### src/rtl/alu_decode_stage.sv
// alu_decode_stage: RV32I decode into ALU control behind a one-slot registered valid/ready stage.
module alu_decode_stage #(
  parameter int CNT_W = 16
) (
  input  logic             clk,
  input  logic             rst,
  input  logic             flush,
  input  logic             in_valid,
  output logic             in_ready,
  input  logic [31:0]      in_instr,
  input  logic [31:0]      in_pc,
  output logic             out_valid,
  input  logic             out_ready,
  output logic [31:0]      out_pc,
  output logic [3:0]       out_alu_op,
  output logic [1:0]       out_a_sel,
  output logic             out_b_imm,
  output logic [31:0]      out_imm,
  output logic [4:0]       out_rs1,
  output logic [4:0]       out_rs2,
  output logic [4:0]       out_rd,
  output logic             out_rd_we,
  output logic             out_is_branch,
  output logic             out_illegal,
  output logic [CNT_W-1:0] illegal_cnt
);
  logic [6:0] opc, f7;
  logic [2:0] f3;
  logic [31:0] imm_i, imm_s, imm_b, imm_u, imm_j;
  logic [3:0] op_d;
  logic [1:0] asel_d;
  logic bimm_d, wr_d, br_d, ill_d, we_d, acc;
  logic [31:0] imm_d;
  assign opc = in_instr[6:0];
  assign f3 = in_instr[14:12];
  assign f7 = in_instr[31:25];
  assign imm_i = {{20{in_instr[31]}}, in_instr[31:20]};
  assign imm_s = {{20{in_instr[31]}}, in_instr[31:25], in_instr[11:7]};
  assign imm_b = {{19{in_instr[31]}}, in_instr[31], in_instr[7], in_instr[30:25], in_instr[11:8], 1'b0};
  assign imm_u = {in_instr[31:12], 12'd0};
  assign imm_j = {{11{in_instr[31]}}, in_instr[31], in_instr[19:12], in_instr[20], in_instr[30:21], 1'b0};
  always_comb begin
    op_d = 4'b0000;
    asel_d = 2'b00;
    bimm_d = 1'b1;
    imm_d = imm_i;
    wr_d = 1'b1;
    br_d = 1'b0;
    ill_d = 1'b0;
    case (opc)
      7'b0110011: begin
        op_d = {in_instr[30], f3};
        bimm_d = 1'b0;
        imm_d = '0;
        ill_d = !(f7 == 7'h00 || (f7 == 7'h20 && (f3 == 3'b000 || f3 == 3'b101)));
      end
      7'b0010011: begin
        op_d = {f3 == 3'b101 & in_instr[30], f3};
        imm_d = (f3[1:0] == 2'b01) ? {27'd0, in_instr[24:20]} : imm_i;
        ill_d = (f3 == 3'b001 && f7 != 7'h00) || (f3 == 3'b101 && f7 != 7'h00 && f7 != 7'h20);
      end
      7'b0110111: begin
        asel_d = 2'b10;
        imm_d = imm_u;
      end
      7'b0010111: begin
        asel_d = 2'b01;
        imm_d = imm_u;
      end
      7'b0000011: ;
      7'b0100011: begin
        imm_d = imm_s;
        wr_d = 1'b0;
      end
      7'b1100011: begin
        br_d = 1'b1;
        bimm_d = 1'b0;
        imm_d = imm_b;
        wr_d = 1'b0;
        op_d = (f3[2:1] == 2'b00) ? 4'b1000 : (f3[2:1] == 2'b10) ? 4'b0010 : 4'b0011;
        ill_d = f3[2:1] == 2'b01;
      end
      7'b1101111: begin
        asel_d = 2'b01;
        imm_d = imm_j;
      end
      7'b1100111: ill_d = f3 != 3'b000;
      default: begin
        bimm_d = 1'b0;
        imm_d = '0;
        wr_d = 1'b0;
        ill_d = 1'b1;
      end
    endcase
    if (ill_d) begin
      op_d = 4'b0000;
      br_d = 1'b0;
    end
  end
  assign we_d = wr_d & (in_instr[11:7] != 5'd0) & !ill_d;
  assign in_ready = !out_valid | out_ready;
  assign acc = in_valid & in_ready & !flush;
  // Fields load only on accept, so a stalled bundle stays bit-stable.
  always_ff @(posedge clk or posedge rst) begin
    if (rst) begin
      out_valid <= 1'b0;
      out_pc <= '0;
      out_alu_op <= '0;
      out_a_sel <= '0;
      out_b_imm <= 1'b0;
      out_imm <= '0;
      out_rs1 <= '0;
      out_rs2 <= '0;
      out_rd <= '0;
      out_rd_we <= 1'b0;
      out_is_branch <= 1'b0;
      out_illegal <= 1'b0;
      illegal_cnt <= '0;
    end else if (flush) begin
      out_valid <= 1'b0;
    end else if (acc) begin
      out_valid <= 1'b1;
      out_pc <= in_pc;
      out_alu_op <= op_d;
      out_a_sel <= asel_d;
      out_b_imm <= bimm_d;
      out_imm <= imm_d;
      out_rs1 <= in_instr[19:15];
      out_rs2 <= in_instr[24:20];
      out_rd <= in_instr[11:7];
      out_rd_we <= we_d;
      out_is_branch <= br_d;
      out_illegal <= ill_d;
      if (ill_d && !(&illegal_cnt)) illegal_cnt <= illegal_cnt + CNT_W'(1);
    end else if (out_ready) begin
      out_valid <= 1'b0;
    end
  end
endmodule

### config.mk
export PLATFORM = sky130hd
export DESIGN_NAME = alu_decode_stage
export DESIGN_NICKNAME = d
export VERILOG_FILES = /design/src/rtl/alu_decode_stage.sv
export SDC_FILE = /design/constraint.sdc
export NUM_CORES = 1
export LEC_CHECK = 0
export CAP_MARGIN = 0
export CORE_UTILIZATION = 45
export DETAILED_ROUTE_END_ITERATION = 16
export PLACE_DENSITY = 0.88
export REMOVE_ABC_BUFFERS = 1
export SKIP_CTS_REPAIR_TIMING = 1
export SLEW_MARGIN = 25
export SYNTH_ARGS = -nofsm -noshare
export SYNTH_HDL_FRONTEND = slang
export SYNTH_SLANG_ARGS = --single-unit
### constraint.sdc
create_clock -name clk -period 7.75 [get_ports clk]
set_input_delay 0.775 -clock clk [delete_from_list [all_inputs] [get_ports clk]]
set_output_delay 0.775 -clock clk [all_outputs]
set_load 0.01 [all_outputs]
# Yosys cells after proc, flatten, opt, wreduce, memory -nomap -nowiden
# Cells that the tools add are included.
# Widths: inputs -> output; s select.
dict set report classes {
  add_sub_neg 1
  n_eq_ne 16
  muxes 15
  n_bitwise 7
  n_reduce_logical 29
}
# operator n
set ops {}
lappend ops {{$pmux 32 s6} 1}
lappend ops {{$mux 32} 1}
lappend ops {{$eq 7x6->1 const B} 4}
lappend ops {{$eq 7x7->1 const B} 3}
lappend ops {{$add 16x1->16 const B} 1}
lappend ops {{$reduce_and 16->1} 1}
lappend ops {{$eq 7x5->1 const B} 2}
lappend ops {{$reduce_or 7->1} 2}
lappend ops {{$pmux 4 s3} 1}
lappend ops {{$mux 1} 8}
lappend ops {{$mux 4} 2}
lappend ops {{$eq 7x2->1 const B} 1}
lappend ops {{$logic_not 7->1} 1}
lappend ops {{$ne 7x6->1 const B} 1}
lappend ops {{$reduce_bool 7->1} 1}
lappend ops {{$reduce_bool 3->1} 2}
lappend ops {{$reduce_or 2->1} 3}
lappend ops {{$and 1x1->1} 5}
lappend ops {{$logic_and 1x1->1} 5}
lappend ops {{$logic_not 1->1} 5}
lappend ops {{$pmux 1 s5} 1}
lappend ops {{$reduce_bool 5->1} 1}
lappend ops {{$reduce_or 5->1} 1}
lappend ops {{$eq 2x1->1 const B} 2}
lappend ops {{11 further kinds} 13}
dict set report word_totals {
  reg_bits 106
  out_inout_bits 107
  word_cells 81
}

# Logic depth before layout (Yosys ltp)
# Gate-level depths: netlist (run 1).
dict set report depth {
  word_depth 8
  ltp_mapped 9
  depth_no_buf 7
}

# Least setup slack after synthesis (run 1)
# Ideal clock, no wire load.
dict set report synth_timing {
  path_kind {input -> register}
  start {input port in_instr[25]}
  end {register illegal_cnt[12]}
  arrival_ns 2.380
  slack_ns 5.245
  stages 6
  path_buffers 0
  cell_sequence {or4_4 -> a2111oi_4 -> o32a_2 -> nand3_2 -> and3_1 -> mux2_4}
}
dict set report synth_via {
  elab_chain_cells 7
  elab_cells_between_ends 14
  cone_classes {eq/ne (2); mux (1); reduce/logical (11)}
}
# element line
set synth_lines {}
lappend synth_lines {{start: declaration} 10} ;# input logic [31:0] in_instr,
lappend synth_lines {{$eq 7x6->1 / $reduce_bool 7->1 (equally long branches)} {55, 60}}
lappend synth_lines {{$logic_and 1x1->1 (on tied branches)} {55, 60}}
lappend synth_lines {{$logic_or 1x1->1 / $logic_and 1x1->1 (equally long branches)} {55, 60}}
lappend synth_lines {{$logic_not 1->1 / $logic_or 1x1->1 (equally long branches)} {55, 60}}
lappend synth_lines {{$pmux 1 s5 *} 50} ;# case (opc)
lappend synth_lines {{$logic_and 1x1->1 *} 134} ;# if (ill_d && !(&illegal_cnt)) illegal_cnt <= illegal_cnt + CNT_W'(1);
lappend synth_lines {{$reduce_and 3->1 (no source line) *} -}
lappend synth_lines {{end signal: assignment} 134}
lappend synth_lines {{end: declaration} 25} ;# output logic [CNT_W-1:0] illegal_cnt
# Every way passes the cells marked *; elsewhere a longest branch is shown, timed or not.
# A chain may end at the register's enable or synchronous reset.

# Worst setup path after layout (run 1)
dict set report layout_timing {
  start {input port in_instr[3]}
  end {register out_imm[18]}
}
dict set report layout_via {
  elab_chain_cells 3
  elab_cells_between_ends 11
  cone_classes {eq/ne (8); mux (1); reduce/logical (2)}
}
# element line
set layout_lines {}
lappend layout_lines {{$eq 7x7->1 (tied with other cells)} 50}
lappend layout_lines {{$reduce_or 2->1 (no source line)} -}
lappend layout_lines {{$pmux 32 s6 *} 50}
lappend layout_lines {{end signal: assignment} 127} ;# out_imm <= imm_d;
lappend layout_lines {{end: declaration} 18} ;# output logic [31:0] out_imm,
# Marks and branches as above.

==> run metrics, run 1 <==
status=completed; Cells after DPL=791; Worst path slowest cell=clkdlybuf4s50_1; DR vias=4252; Skew-Pair Late Insertion Delay=0.36 ns; commonest non-fill, non-tap cell in the layout=nand2_1; share of post-route cells with drive strength above 1=0.0460; Cell Area, Synth=0.00467 sq mm; Final nets=739; CP arrival=3.38 ns; CP Class=input pin to flip-flop; Setup crit start kind=input pin; Max IR drop VDD=139 uV; minimum clock period=3.10 ns; TNS Setup=0 ns; Yosys warning count=0; Yosys cell types=51; gr ovfl total=0; vias in the first global route=4175; Core Util, Final=0.679; Pins Over Slew Limit=0; Crit Path Max Fanout=16; DRT iter0 DRCs=258; Min-Delay Path Class=flip-flop to flip-flop; TritonCTS clock tree=yes; Port Buffers=175; placed cell area=0.00651 sq mm; max-cap violations=0; Final Cycle Share=0.399; number of fill cells=807; fmax=323 MHz; Worst slew margin=0.398; total wire length=12.8 mm; crit-path cells=clkdlybuf4s50_1 > and4bb_2 > and3_1 > a21oi_1 > nor2_1 > a221o_1; Root Driver=clkbuf_8; Die X-Extent=104 um; static leakage=3.02 nW; via/cell ratio=5.27; Syn Area/Cell=9.19 sq um; Layout Skew=0.00713 ns; required time worst endpoint=8.04 ns; Tot GR Track Use=0.240; ys flop type=dfrtp_1; fin area=0.00673 sq mm; ant diodes=0; Worst setup EP type=flip-flop; Multi-input gate area=0.00188 sq mm; Die Span Y=104 um; Critical Path Max Stage Delay=0.67 ns; final count of hold timing violations=0; TritonCTS Sinks=106; CTS Buffer Depth=2; row count=36; pin count of the biggest net entering global routing=88; EDFF count, synth=0; fin cells=807; DR WL/cell=15.9 um; power density over the cells=201 mW/mm^2; WHS=0.479 ns; Cells after Synth=508; # DRC=0; actual slew at the worst max-slew pin=0.903 ns; drt pass-1 iters=5; initial antenna violation count=0; Area Growth Syn to Fin=44.0%; most frequent cells in the layout=nand2_1 (186), clkdlybuf4s50_1 (175), dfrtp_1 (106); initial core utilization=0.471; Top-Level Pins=176; Core ar.=0.00991 sq mm; FF+latch area=0.00265 sq mm; Reg clk slew, reported paths=0.09 ns; die area=0.0108 sq mm; GP Congestion=0.864; Seq cells post-synth=106; Setup WS pre-CTS=4.32 ns; Setup WS post-layout=4.65 ns; RSZ-0062 raised after global routing=no; global-route wire length before repair=20.8 mm; total CTS buffers=9; Pwr Total=1.35 mW; async set-reset flop share out of synthesis=1.00; # setup viols final=0; CTS HTree Levels=3; ANT nets after route=0; Detail Placement HPWL=9.12 mm; Seq/Total Area, Yosys=0.568
[where the power goes]
group	total (mW)	internal (mW)	switching, mW
clock	0.370	0.190	0.180
sequential	0.659	0.616	0.0427
combinational	0.325	0.179	0.146
[metal layers]
metal  up-vias  wire [um]  GRT usage
met3        20        778     0.0464
met5         -          0          0
met4         0        189     0.0653
met1      2025       5450      0.317
met2       189       6390      0.405
li1       2018          -          -
[flip-flops by register name, indices dropped and copies added, names as in the netlist]
signal / cells
out_pc: 32
illegal_cnt: 16
out_valid: 1
out_imm: 32
out_rs2: 5
out_illegal: 1
out_a_sel: 2
out_alu_op: 4
out_is_branch: 1
out_rd_we: 1
out_rd: 5
out_b_imm: 1
out_rs1: 5
[critical path: cells and delay by family]
kind            cells  cell delay [ns]
simple gates        3             1.58
buf+inv             1             0.67
compound gates      2             0.35
[cell type report]
type | instances | share of cell area
sequential | 106 | 0.394
multi-input combinational | 364 | 0.279
timing repair buffer | 178 | 0.264
tap | 133 | 0.0247
clock buffer | 11 | 0.0210
clock inverter | 5 | 0.0115
inverter | 10 | 0.00595
[cell usage after synthesis (2+ instances only)]
| cell type | n | share of area |
|---|---|---|
| nand2_1 | 186 | 0.15 |
| dfrtp_1 | 106 | 0.57 |
| nor2_1 | 35 | 0.028 |
| clkbuf_1 | 21 | 0.017 |
| a21oi_1 | 17 | 0.018 |
| o21ai_0 | 15 | 0.016 |
| nand3_1 | 13 | 0.014 |
| and3_1 | 10 | 0.013 |
| inv_1 | 10 | 0.0080 |
| a221o_1 | 8 | 0.017 |
| nor3_1 | 8 | 0.0086 |
| xnor2_1 | 7 | 0.013 |
| xor2_1 | 7 | 0.013 |
| a221oi_1 | 6 | 0.011 |
| buf_1 | 5 | 0.0040 |
| o21ai_1 | 4 | 0.0043 |
| o31ai_1 | 4 | 0.0064 |
| nand3b_1 | 3 | 0.0048 |
| nand4_1 | 3 | 0.0040 |
| nor4_2 | 3 | 0.0080 |
| a31oi_1 | 2 | 0.0027 |
| and2_1 | 2 | 0.0027 |
| mux2_1 | 2 | 0.0048 |
| nand2b_1 | 2 | 0.0027 |
| nor2b_1 | 2 | 0.0027 |
| nor3b_1 | 2 | 0.0032 |
[path summary, 6_finish.rpt]
check / startpoint / endpoint / slack (ns) / cells past startpoint
setup / recovery: in_instr[3] / out_imm[18]$_DFFE_PP0P_ / 4.65 / 6
min in group asynchronous: rst / out_pc[31]$_DFFE_PP0P_ / 0.80 / 2
hold reg to reg: out_a_sel[1]$_DFFE_PP0P_ / out_a_sel[1]$_DFFE_PP0P_ / 0.48 / 2
hold / removal: out_a_sel[1]$_DFFE_PP0P_ / out_a_sel[1]$_DFFE_PP0P_ / 0.48 / 2
max in group asynchronous: rst / out_imm[23]$_DFFE_PP0P_ / 5.75 / 3
setup reg to reg: out_valid$_DFFE_PP0P_ / out_imm[18]$_DFFE_PP0P_ / 5.22 / 6
[cell families (layout without fill, tap and decap cells)]
kind of cell	after synthesis	count (layout)	synth area share
AND/OR/NAND/NOR	277	277	0.258
buffers and inverters	38	204	0.0316
AO/OA/AOI/OAI	69	69	0.106
XOR/XNOR	14	14	0.0263
multiplexers	3	3	0.00804
adder cells (fa/ha/maj)	1	1	0.00268
flip-flops	106	106	0.568
(Power assumes the default switching activity.)
==> run 2, diff against run 1 <==
--- a/config.mk
+++ b/config.mk
@@ -6,9 +6,9 @@
 export NUM_CORES = 1
 export LEC_CHECK = 0
 export CAP_MARGIN = 0
-export CORE_UTILIZATION = 45
+export CORE_UTILIZATION = 44
 export DETAILED_ROUTE_END_ITERATION = 16
-export PLACE_DENSITY = 0.88
+export PLACE_DENSITY = 0.87
 export REMOVE_ABC_BUFFERS = 1
 export SKIP_CTS_REPAIR_TIMING = 1
 export SLEW_MARGIN = 25
==> constraint.sdc (replaced) <==
create_clock -name clk -period 3.03 [get_ports clk]
set_input_delay 0.303 -clock clk [delete_from_list [all_inputs] [get_ports clk]]
set_output_delay 0.303 -clock clk [all_outputs]
set_load 0.01 [all_outputs]
==> run metrics, run 2 (synthesis results as in run 1) <==
status=completed (unchanged); fin cells=820 (was 807); share of post-route cells with drive strength above 1=0.0614 (was 0.0460); initial core utilization=0.452 (was 0.471); Layout Skew=0.0101 ns (was 0.00713 ns); Pins Over Slew Limit=0 (unchanged); hold depth=3 (was 2); Bufs and invs on worst path=3 (was 1); Register-to-Register Path Depth=7 (was 6); TritonCTS clock tree=yes (unchanged); CTS HTree Levels=3 (unchanged); initial antenna violation count=0 (unchanged); die area=0.0110 sq mm (was 0.0108 sq mm); Max IR drop VDD=276 uV (was 139 uV); Top Registers=out_imm (32), out_pc (32), illegal_cnt (16) (unchanged); Worst slew margin=0.420 (was 0.398); pin count of the biggest net entering global routing=81 (was 88); Port Buffers=175 (unchanged); ant diodes=0 (unchanged); DR WL/cell=15.8 um (was 15.9 um); total CTS buffers=9 (unchanged); crit-path cells=clkdlybuf4s50_1 > buf_4 > nor2_1 > nand3_1 > and3_1 > inv_1 > a21oi_1 > a21oi_1 (was clkdlybuf4s50_1 > and4bb_2 > and3_1 > a21oi_1 > nor2_1 > a221o_1); CTS Buffer Depth=2 (unchanged); actual slew at the worst max-slew pin=0.870 ns (was 0.903 ns); Tot GR Track Use=0.246 (was 0.240); Setup crit start kind=input pin (unchanged); commonest non-fill, non-tap cell in the layout=nand2_1 (unchanged); Die X-Extent=105 um (was 104 um); final count of hold timing violations=0 (unchanged); row count=37 (was 36); drt pass-1 iters=5 (unchanged); CP Class=input pin to flip-flop (unchanged); Top-Level Pins=176 (unchanged); Worst setup EP type=flip-flop (unchanged); Core ar.=0.0103 sq mm (was 0.00991 sq mm); Min-Delay Path Class=input pin to flip-flop (was flip-flop to flip-flop); power density over the cells=493 mW/mm^2 (was 201 mW/mm^2); Hold Startpoint=in_pc[14] (was out_a_sel[1]$_DFFE_PP0P_); GP Congestion=0.944 (was 0.864); most frequent cells in the layout=nand2_1 (186), clkdlybuf4s50_1 (175), dfrtp_1 (106) (unchanged); Area Growth Syn to Fin=45.0% (was 44.0%); Pwr Total=3.34 mW (was 1.35 mW); Worst path slowest cell=a21oi_1 (was clkdlybuf4s50_1); reg2reg end=illegal_cnt[15]$_DFFE_PP0P_ (was out_imm[18]$_DFFE_PP0P_); Worst R2R Start=out_valid$_DFFE_PP0P_ (unchanged); Final Cycle Share=0.789; Root Driver=clkbuf_8 (unchanged); Detail Placement HPWL=9.58 mm (was 9.12 mm); total wire length=13.0 mm (was 12.8 mm); vias in the first global route=4288 (was 4175); Final nets=749 (was 739); fmax=418 MHz; # DRC=0 (unchanged); Crit path top cell by count=a21oi_1; via/cell ratio=5.30 (was 5.27); Die Span Y=105 um (was 104 um); flop-to-flop setup slack=0.84 ns (was 5.22 ns); required time worst endpoint=3.25 ns (was 8.04 ns); Skew-Pair Late Insertion Delay=0.37 ns (was 0.36 ns); Cells after DPL=804 (was 791); Hold EP=out_pc[14]$_DFFE_PP0P_ (was out_a_sel[1]$_DFFE_PP0P_); static leakage=3.04 nW (was 3.02 nW); DR vias=4342 (was 4252); RSZ-0062 raised after global routing=no (unchanged); global-route wire length before repair=21.5 mm (was 20.8 mm); delay-heaviest family, CP=buffers and inverters (was simple AND/OR/NAND/NOR gates); Crit Path Max Fanout=11 (was 16); Reg clk slew, reported paths=0.10 ns (was 0.09 ns); CP arrival=2.61 ns (was 3.38 ns); ANT nets after route=0 (unchanged); max-cap violations=0 (unchanged); minimum clock period=2.39 ns; TritonCTS Sinks=106 (unchanged); DRT iter0 DRCs=289 (was 258); gr ovfl total=0 (unchanged); Critical Path Max Stage Delay=0.70 ns (was 0.67 ns); # setup viols final=0 (unchanged)
## run 2: changes by cell type in the layout (fill, tap and decap cells not counted), sizes merged
cell      before  now
clkinvlp       1    5
buf            3   13
bufinv         2    0
clkbuf        11   10
clkinv         2    1
## run 2: cell type report
| cell class | instances | area [sq um] |
|---|---|---|
| clock buffers | 10 | 138 |
| clock inverters | 6 | 42.5 |
| fillers | 830 | 3550 |
| inverters | 10 | 42.5 |
| multi-input cells | 364 | 1880 |
| flip-flops and latches | 106 | 2650 |
| well taps | 136 | 170 |
| repair buffers | 188 | 1850 |
## run 2: worst max path at each step
stage                               start                          to  cells past startpoint
finish                        in_instr[3]     out_imm[20]$_DFFE_PP0P_                      8
global route                  in_instr[3]     out_imm[27]$_DFFE_PP0P_                      8
CTS                           in_instr[5]     out_imm[20]$_DFFE_PP0P_                      7
detailed placement           in_instr[25]  illegal_cnt[8]$_DFFE_PP0P_                      7
global placement             in_instr[25]  illegal_cnt[8]$_DFFE_PP0P_                      7
floorplan           out_valid$_DFFE_PP0P_     out_imm[12]$_DFFE_PP0P_                      5
## run 2: report_power, final
group	switching [mW]	internal, mW
Combinational	0.378	0.466
Sequential	0.114	1.58
Clock	0.482	0.320
## run 2: metal layers
layer	global-route usage	vias to the layer above	wire (um)
li1	-	2036	-
met1	0.324	2065	5580
met2	0.407	221	6210
met3	0.0449	20	965
met4	0.0865	0	235
met5	0	-	0
## run 2: per-stage QoR
| stage | TNS [ns] | hold WS [ns] | worst slack [ns] | cell area [sq um] | utilization |
|---|---|---|---|---|---|
| global route | 0 | 0.460 | 0.474 | 6770 | 0.656 |
| floorplan | -198.67 | 0.369 | -2.78 | 4560 | - |
| global placement | 0 | 0.458 | 0.378 | 6590 | 0.638 |
| detailed placement | 0 | 0.461 | 0.336 | 6590 | 0.638 |
| finish | 0 | 0.457 | 0.640 | 6770 | 0.656 |
| CTS | 0 | 0.446 | 0.707 | 6770 | 0.656 |
## run 2: tightest hold or removal path, delay by kind of cell
family                 cells  cell delay [ns]
buffers and inverters      1             0.40
AND/OR/NAND/NOR            2             0.10
==> run 3, diff against run 2 <==
--- a/config.mk
+++ b/config.mk
@@ -6,9 +6,9 @@
 export NUM_CORES = 1
 export LEC_CHECK = 0
 export CAP_MARGIN = 0
-export CORE_UTILIZATION = 44
+export CORE_UTILIZATION = 40
 export DETAILED_ROUTE_END_ITERATION = 16
-export PLACE_DENSITY = 0.87
+export PLACE_DENSITY = 0.84
 export REMOVE_ABC_BUFFERS = 1
 export SKIP_CTS_REPAIR_TIMING = 1
 export SLEW_MARGIN = 25
==> constraint.sdc (replaced) <==
create_clock -name clk -period 2.19 [get_ports clk]
set_input_delay 0.219 -clock clk [delete_from_list [all_inputs] [get_ports clk]]
set_output_delay 0.219 -clock clk [all_outputs]
set_load 0.01 [all_outputs]
==> run metrics, run 3 (synthesis results as in run 1) <==
status=completed (unchanged); CTS Buffer Depth=2 (unchanged); Final nets=777 (was 749); fin cells=855 (was 820); Worst R2R Start=out_valid$_DFFE_PP0P_ (unchanged); max-cap violations=0 (unchanged); Final Cycle Share=0.943; Core ar.=0.0114 sq mm (was 0.0103 sq mm); Core Util, Final=0.627 (was 0.656); actual slew at the worst max-slew pin=0.678 ns (was 0.870 ns); CP arrival=2.33 ns (was 2.61 ns); ant diodes=0 (unchanged); Area Growth Syn to Fin=53.3% (was 45.0%); Register-to-Register Path Depth=6 (was 7); most frequent cells in the layout=nand2_1 (186), clkdlybuf4s50_1 (175), dfrtp_1 (106) (unchanged); Cells after DPL=839 (was 804); Worst setup EP type=flip-flop (unchanged); CP Class=input pin to flip-flop (unchanged); Layout Skew=0.0100 ns (was 0.0101 ns); Die X-Extent=110 um (was 105 um); Switching Fraction=0.277 (was 0.292); reg2reg end=out_imm[13]$_DFFE_PP0P_ (was illegal_cnt[15]$_DFFE_PP0P_); placed cell area=0.00687 sq mm (was 0.00659 sq mm); pin count of the biggest net entering global routing=57 (was 81); Pins Over Slew Limit=0 (unchanged); final count of hold timing violations=0 (unchanged); Skew-Pair Late Insertion Delay=0.35 ns (was 0.37 ns); Flop pwr share=0.461 (was 0.507); minimum clock period=2.07 ns; TritonCTS clock tree=yes (unchanged); # DRC=0 (unchanged); clock share of power=0.299 (was 0.240); TritonCTS Sinks=106 (unchanged); static leakage=3.26 nW (was 3.04 nW); Crit Path Max Fanout=9 (was 11); Top Registers=out_imm (32), out_pc (32), illegal_cnt (16) (unchanged); Worst Setup SP=in_instr[1] (was in_instr[3]); required time worst endpoint=2.45 ns (was 3.25 ns); Tot GR Track Use=0.227 (was 0.246); DR WL/cell=15.7 um (was 15.8 um); Setup crit start kind=input pin (unchanged); Top-Level Pins=176 (unchanged); drt pass-1 iters=4 (was 5); fin area=0.00716 sq mm (was 0.00677 sq mm); Combinational Power Share=0.240 (was 0.253); Port Buffers=175 (unchanged); ANT nets after route=0 (unchanged); gr ovfl total=0 (unchanged); die area=0.0121 sq mm (was 0.0110 sq mm); Setup crit end=illegal_cnt[10]$_DFFE_PP0P_ (was out_imm[20]$_DFFE_PP0P_); flop-to-flop setup slack=0.22 ns (was 0.84 ns); P_sw=1.41 mW (was 0.974 mW); DR vias=4343 (was 4342); initial antenna violation count=0 (unchanged); initial core utilization=0.409 (was 0.452); fmax=484 MHz; Max IR drop VDD=572 uV (was 276 uV); Min-Delay Path Class=input pin to async pin (was input pin to flip-flop); Worst slew margin=0.546 (was 0.420); Detail Placement HPWL=10.0 mm (was 9.58 mm); # setup viols final=0 (unchanged); commonest non-fill, non-tap cell in the layout=nand2_1 (unchanged); Int Pwr=3.67 mW (was 2.36 mW); GP Congestion=0.873 (was 0.944); via/cell ratio=5.08 (was 5.30); DRT iter0 DRCs=227 (was 289); power density over the cells=709 mW/mm^2 (was 493 mW/mm^2); Root Driver=clkbuf_16 (was clkbuf_8); CTS HTree Levels=3 (unchanged); vias in the first global route=4378 (was 4288); TNS Setup=0 ns (unchanged); row count=39 (was 37); Reg clk slew, reported paths=0.06 ns (was 0.10 ns); global-route wire length before repair=20.9 mm (was 21.5 mm); number of fill cells=939 (was 830); Die Span Y=110 um (was 105 um); RSZ-0062 raised after global routing=no (unchanged); total wire length=13.4 mm (was 13.0 mm); total CTS buffers=9 (unchanged); share of post-route cells with drive strength above 1=0.0997 (was 0.0614)
## run 3: cell types whose count changed in the layout (fill, tap and decap cells not counted), moves of 2 or more
| cell | before | now |
|---|---|---|
| clkinv_4 | 0 | 2 |
| buf_4 | 13 | 36 |
| clkbuf_16 | 0 | 9 |
| clkinv_2 | 1 | 3 |
| clkbuf_8 | 10 | 1 |
| clkinvlp_4 | 5 | 0 |
| buf_12 | 0 | 5 |
## run 3: how the worst min path moves through the flow
stage | startpoint | end | slack (ns) | cells after the start
final | rst | out_pc[17]$_DFFE_PP0P_ | 0.15 | 2
after global routing | rst | out_rd[0]$_DFFE_PP0P_ | 0.18 | 2
after CTS | rst | out_pc[12]$_DFFE_PP0P_ | 0.14 | 2
after detailed placement | out_rd[2]$_DFFE_PP0P_ | out_rd[2]$_DFFE_PP0P_ | 0.46 | 2
after global placement | out_pc[31]$_DFFE_PP0P_ | out_pc[31]$_DFFE_PP0P_ | 0.46 | 2
after floorplan | flush | out_valid$_DFFE_PP0P_ | 0.29 | 1
## run 3: layout make-up
cell class / count / area (sq um) / share of cell area
clock buffers: 10 / 239 / 0.0334
clock inverters: 6 / 41.3 / 0.00577
inverters: 10 / 40.0 / 0.00559
multi-input cells: 364 / 1890 / 0.264
flip-flops and latches: 106 / 2650 / 0.370
well taps: 143 / 179 / 0.0250
repair buffers: 216 / 2120 / 0.296
## run 3: stage by stage
step / power [mW] / setup slack (ns) / hold WS, ns
global route: 5.34 / 0.0260 / 0.179
CTS: 5.13 / -0.0232 / 0.144
detailed placement: 3.60 / -0.393 / 0.461
floorplan: 2.80 / -3.62 / 0.285
finish: 5.08 / 0.124 / 0.152
global placement: 3.54 / -0.360 / 0.458
## run 3: power by group through the flow
stage	clock [mW]	combinational, mW	sequential, mW
2_1_floorplan	0	0.335	2.46
3_3_place_gp	0	1.19	2.36
3_5_place_dp	0	1.23	2.37
4_1_cts	1.56	1.23	2.34
5_1_grt	1.64	1.33	2.37
6_report	1.52	1.22	2.34
## run 3: routing by layer
metal  share of wire  vias up  global-route usage
met3           0.067       29              0.0547
met2            0.48      145               0.382
met4           0.030        0               0.105
met1            0.42     2082               0.274
met5               0        -                   0
li1                -     2087                   -
## run 3: critical path: stages
cell	delay (ns)
clkdlybuf4s50_1	0.55
and4bb_2	0.29
nand2_1	0.08
o32a_2	0.41
and3_1	0.22
buf_12	0.14
nor4_2	0.25
xnor2_1	0.16
